<file path="src/rtl/serial_pkg.sv">
// Shared types for the serial front-end: the serializer state encoding and the
// counter-width helper, also used by the downstream sequence detectors.
package serial_pkg;

   typedef enum logic {
      IDLE  = 1'b0,
      SHIFT = 1'b1
   } ser_state_t;

   // Bit-index counter width; never narrower than one bit.
   function automatic int cnt_width(input int width);
      if (width <= 2) begin
         return 1;
      end
      return $clog2(width);
   endfunction

endpackage

</file>
<file path="src/rtl/piso_bit_serializer.sv">
// Parallel-in/serial-out stage: takes WIDTH-bit words over valid/ready and
// emits one bit per shift_en cycle, streaming back-to-back words gaplessly.
module piso_bit_serializer
   import serial_pkg::*;
#(
   parameter int WIDTH      = 8,
   parameter bit MSB_FIRST  = 1'b1,
   parameter bit IDLE_LEVEL = 1'b0
) (
   input  logic             clk,
   input  logic             rst,
   input  logic [WIDTH-1:0] in_data,
   input  logic             in_valid,
   output logic             in_ready,
   input  logic             shift_en,
   output logic             serial_out,
   output logic             bit_valid,
   output logic             word_done
);

   localparam int            CW   = cnt_width(WIDTH);
   localparam logic [CW-1:0] LAST = CW'(WIDTH - 1);

   ser_state_t       state_q;
   ser_state_t       state_d;
   logic [WIDTH-1:0] shreg_q;
   logic [WIDTH-1:0] shreg_d;
   logic [WIDTH-1:0] shreg_adv;
   logic [CW-1:0]    cnt_q;
   logic [CW-1:0]    cnt_d;
   logic             at_last;
   logic             accept;
   logic             data_bit;

   assign at_last  = (cnt_q == LAST);
   assign in_ready = (state_q == IDLE) || (at_last && shift_en);
   assign accept   = in_valid && in_ready;

   // The presented bit always sits at the outgoing end of the register.
   assign data_bit  = MSB_FIRST ? shreg_q[WIDTH-1] : shreg_q[0];
   assign shreg_adv = MSB_FIRST ? {shreg_q[WIDTH-2:0], 1'b0}
                                : {1'b0, shreg_q[WIDTH-1:1]};

   assign serial_out = (state_q == SHIFT) ? data_bit : IDLE_LEVEL;
   assign bit_valid  = (state_q == SHIFT) && shift_en;
   assign word_done  = bit_valid && at_last;

   always_comb begin
      state_d = state_q;
      shreg_d = shreg_q;
      cnt_d   = cnt_q;
      case (state_q)
         IDLE: begin
            if (accept) begin
               state_d = SHIFT;
               shreg_d = in_data;
               cnt_d   = '0;
            end
         end
         SHIFT: begin
            if (shift_en) begin
               if (at_last) begin
                  // Reloading on the last bit is what keeps consecutive words bubble-free.
                  if (accept) begin
                     shreg_d = in_data;
                     cnt_d   = '0;
                  end else begin
                     state_d = IDLE;
                     shreg_d = '0;
                     cnt_d   = '0;
                  end
               end else begin
                  shreg_d = shreg_adv;
                  cnt_d   = cnt_q + CW'(1);
               end
            end
         end
         default: begin
            state_d = IDLE;
            shreg_d = '0;
            cnt_d   = '0;
         end
      endcase
   end

   always_ff @(posedge clk) begin
      if (rst) begin
         state_q <= IDLE;
         shreg_q <= '0;
         cnt_q   <= '0;
      end else begin
         state_q <= state_d;
         shreg_q <= shreg_d;
         cnt_q   <= cnt_d;
      end
   end

endmodule

</file>
<file path="config.mk">
export PLATFORM = sky130hd
export DESIGN_NAME = piso_bit_serializer
export DESIGN_NICKNAME = d
export VERILOG_FILES = /design/src/rtl/serial_pkg.sv /design/src/rtl/piso_bit_serializer.sv
export SDC_FILE = /design/constraint.sdc
export NUM_CORES = 1
export LEC_CHECK = 0
export ABC_AREA = 1
export BUFFER_PORTS_ARGS = -buffer_cell sky130_fd_sc_hd__buf_2
export CAP_MARGIN = 0
export CORE_MARGIN = 4
export CORE_UTILIZATION = 46
export CTS_CLUSTER_DIAMETER = 50
export DETAILED_ROUTE_END_ITERATION = 12
export GPL_TIMING_DRIVEN = 0
export PLACE_DENSITY = 0.72
export SETUP_SLACK_MARGIN = 0.2
export SLEW_MARGIN = 0
export SYNTH_ARGS = -nofsm -noshare
export SYNTH_HDL_FRONTEND = slang
export SYNTH_SLANG_ARGS = --single-unit
</file>
<file path="constraint.sdc">
create_clock -name clk -period 1.1 [get_ports clk]
set_input_delay 0.11 -clock clk [delete_from_list [all_inputs] [get_ports clk]]
set_output_delay 0.11 -clock clk [all_outputs]
set_load 0.05 [all_outputs]
</file>
# After elaboration in Yosys (flattened, before gate mapping)
# Cells that the tools add are included.
# totals
register_bits,12
inputBits,12
out_inout_bits,4
elab_cells,28
# classes
addsub,1
eq_ne,3
mux,14
bitwise_logic,1
reduce_logical,6
# op_table
cell,n
two-way mux 8 bit,4
one-hot mux 8 bit (2 select lines),1
two-way mux 3 bit,3
one-hot mux 3 bit (2 select lines),1
logical AND 1 bit,4
two-way mux 1 bit,4
inequality test 2 bit (second input constant),2
adder 3 x 1 -> 3 bit (second input constant),1
== test 3 bit (second input constant),1
one-hot mux 1 bit (2 select lines),1
AND reduction 2 bit,1
logical OR 1 bit,1
NOT 1 bit,1

# Depth between registers and ports, before layout
# depth
depth_word,8
mapped_depth,7
mapped_depth_nobuf,7

# Least setup slack after synthesis
# No wires, ideal clock.
# synth_timing
path_kind,reg2out
startpoint,reg cnt_q[0]
endpoint,out word_done
arrival_time_ps,1365
t_required_ps,990
slack_ps,-375
stages_incl_launch_ff,5
n_path_buf,0
path_cell_list,dfxtp_1 -> ha_1 -> ha_1 -> inv_1 -> nor2_1
# synth_between
elab_chain_len,2
# synth_lines
item,line,rtl
start: declaration,piso_bit_serializer.sv:29,logic [CW-1:0] cnt_q;
start signal: assignment,piso_bit_serializer.sv:94,cnt_q <= cnt_d;
== test 3 bit,piso_bit_serializer.sv:35,assign at_last = (cnt_q == LAST);
logical AND 1 bit,piso_bit_serializer.sv:46,assign word_done = bit_valid && at_last;
end: declaration,piso_bit_serializer.sv:18,output logic word_done
# Every way passes these cells.

# Final worst setup path
# layout_timing
startpoint,reg cnt_q[0]
endpoint,out in_ready
# layout_between
elab_chain_len,3
# layout_lines
item,line,rtl
== test 3 bit,piso_bit_serializer.sv:35,
logical AND 1 bit,piso_bit_serializer.sv:36,assign in_ready = (state_q == IDLE) || (at_last && shift_en);
logical OR 1 bit,piso_bit_serializer.sv:36,
end: declaration,piso_bit_serializer.sv:14,"output logic in_ready,"
# Every way passes these cells.

==> results by group <==
Status
  • Outcome: complete, but fails checks
  • Violated checks: setup timing

Yosys
  • Mapped Area: 699.4 um^2
  • Yosys cell types: 16
  • Avg Inst Size Synth: 7.286 um^2
  • Flops & latches, synth: 12
  • Synthesized Nets: 110
  • Post-synthesis sequential area ratio: 34.35%
  • Yosys warns: 0
  • Syn Inst Count: 96

Setup path
  • Critical Path RT: 0.99 ns
  • Critical path's largest stage delay: 0.36 ns
  • Critical R2R Launch: cnt_q[0]
  • CP endpoint kind: output port
  • CP startpoint: cnt_q[0]
  • CP max FO: 2
  • CP Buf/Inv Count: 1
  • CP startpoint kind: flip-flop
  • Worst path slowest cell: dfxtp_4
  • Arrival time at the worst endpoint: 1.25 ns
  • Crit-path cells: ha_4 > ha_4 > nand2_4 > nand2_8 > buf_8
  • Worst path most repeated cell: ha_4
  • Cell family with most CP delay: flip-flops
  • Crit path kind: reg2out

CTS
  • Worst-path clk slew: 0.08 ns
  • Number of hold buffers added after CTS: 0
  • Num CTS Buffers: 3
  • Skew-Pair Late Insertion Delay: 0.28 ns
  • Root Driver: clkbuf_4
  • CTS tree: built
  • Sink Count: 12
  • H-tree depth: 1
  • Clock Path Buffers: 2

STA
  • Max-slew violation count: 0
  • Final setup vio count: 14
  • Max_slew headroom: 82.91%
  • Setup ws final: -0.2553 ns
  • Final period demand of the worst path: 1.355 ns
  • Hold Slack: 0.06173 ns
  • Layout Skew: 0.005168 ns
  • RSZ-0062 raised after global routing: true
  • Final hold vios: 0
  • Worst slew pin tran: 0.2560 ns
  • Max Freq: 737.8 MHz
  • Fin crit share: 123.2%
  • Fin Setup TNS: -2.167 ns

Power
  • Pwr/cell area: 1038 nW/um^2
  • Pint: 825.4 uW
  • P_sw: 396.5 uW
  • Static Leakage: 0.0005198 uW
  • Sequential share of power: 39.2%
  • Net Sw Frac: 32.45%
  • Comb pwr share: 31.1%
  • Clock group share of total power: 29.7%
  • Peak VDD IR: 766.5 uV

Final layout
  • Final instance area: 1177 um^2
  • Area Overhead vs Synth: 68.34%
  • # diodes: 0
  • Nets@finish: 140
  • Share of layout cells above drive strength 1: 60.00%
  • Non-filler cells, final: 140

Hold path
  • Hold Crit Start: rst
  • Worst Hold Class: in2reg

Drt
  • Via count: 736
  • Routed Antenna Nets: 0
  • WL/cell: 14.11 um
  • Vias per cell: 5.257
  • Pre-antenna DRT Iters: 4
  • Initial drt markers: 21
  • DRC viols: 0
  • Post-Route WL: 1.976 mm

GRT
  • GR Overflow Total: 0
  • Vias in the first global route: 713
  • Global-route wire length before repair: 3.194 mm
  • GR Util All Layers: 21.51%
  • Initial antenna violation count: 0
  • Largest net degree at the start of global routing: 10

Flow run
  • Maxcap violations: 0

Placement
  • Post-DP HPWL: 1.137 mm
  • Worst slack, placed: -0.1180 ns
  • PortBufs: 15
  • Dpl cells: 126
  • Post-DP Area: 913.4 um^2
  • GPL Wtd Cong: 0.7487

Floorplanning
  • Die footprint: 2209 um^2
  • I/O pin count: 16
  • Rows: 13
  • Core Footprint: 1366 um^2
  • Die Ht: 47.00 um
  • Die W: 47.00 um
  • Initial core utilization: 51.19%
[flip-flops by register name, indices dropped and copies added (netlist names)]
register,flops
state_q,1
shreg_q,8
cnt_q,3
[metrics by stage]
step	util, %	power [uW]
2_1_floorplan	-	696.8
3_3_place_gp	66.85	759.8
3_5_place_dp	66.85	764.8
4_1_cts	83.06	1206
5_1_grt	86.17	1294
6_report	86.17	1222
[routing by layer]
| layer | up-vias | part of all wire [%] | global-route usage, % | wire, um |
|---|---|---|---|---|
| li1 | 368 | - | - | - |
| met1 | 342 | 43 | 26.62 | 843 |
| met2 | 22 | 51 | 34.69 | 1010 |
| met3 | 4 | 4.5 | 3.448 | 89 |
| met4 | 0 | 1.7 | 13.26 | 33 |
| met5 | - | 0 | 0 | 0 |
[layout by cell type, fill, tap and decap left out, types with 2 or more instances in the layout]
cell type and count:
buf_2 11, nand2_1 10, inv_1 9, dfxtp_1 9
nand3_2 8, nand2_4 7, nor2_1 7, nand3_1 7
a21oi_1 7, nor2_2 6, buf_4 6, nand2_8 5
a21oi_2 5, nor2_4 3, clkbuf_4 3, buf_8 3
buf_6 3, buf_12 2, nand2_2 2, ha_4 2
dfxtp_2 2
[power groups by stage]
stage | logic, uW | clock network (uW) | registers [uW]
6_report | 380 | 363 | 480
5_1_grt | 413 | 399 | 482
4_1_cts | 355 | 371 | 480
3_5_place_dp | 276 | 0 | 489
3_3_place_gp | 272 | 0 | 488
2_1_floorplan | 211 | 0 | 486
[Yosys cell counts, drive strengths merged]
cell type  count  area [um^2]
nand3b         1        7.510
buf            1        11.26
a21oi         12        63.81
clkinv         1        5.000
inv           13        53.80
nor2          16        60.06
nand2         23        157.7
dfxtp         12        240.2
nand3         15        75.07
ha             2        25.02
[path summary, 6_finish.rpt]
| kind | cells after the start | slack, ns | end |
|---|---|---|---|
| worst max register to register | 8 | -0.18 | shreg_q[7] |
| worst max-delay path | 5 | -0.26 | in_ready |
| worst min-delay path | 2 | 0.06 | cnt_q[1] |
| worst min register to register | 2 | 0.49 | cnt_q[1] |
[cell type report]
type	count	area (um^2)
plain buffers	1	20.02
clock buffers	4	36.28
fillers	75	188.9
inverters	14	78.83
multi-input cells	70	578.1
flip-flops and latches	12	246.5
well taps	15	18.77
repair buffers	24	198.9
[timing repair]
action / CTS / global route
hold endpoints to repair: 0 / 0
pin swaps: 15 / 5
endpoints found under the setup margin: 16 / 16
setup buffers: 8 / 1
gates resized for setup: 30 / 11
gates cloned: 1 / 0
[cell families (layout without fill, tap and decap cells)]
group	count (synthesis)	after routing	share of synthesized area (%)
buf+inv	15	43	10.02
simple gates	55	56	42.94
flops	12	12	34.35
compound gates	12	12	9.123
fa+ha+maj	2	2	3.577
No activity file was read; power rests on OpenSTA's default activity.
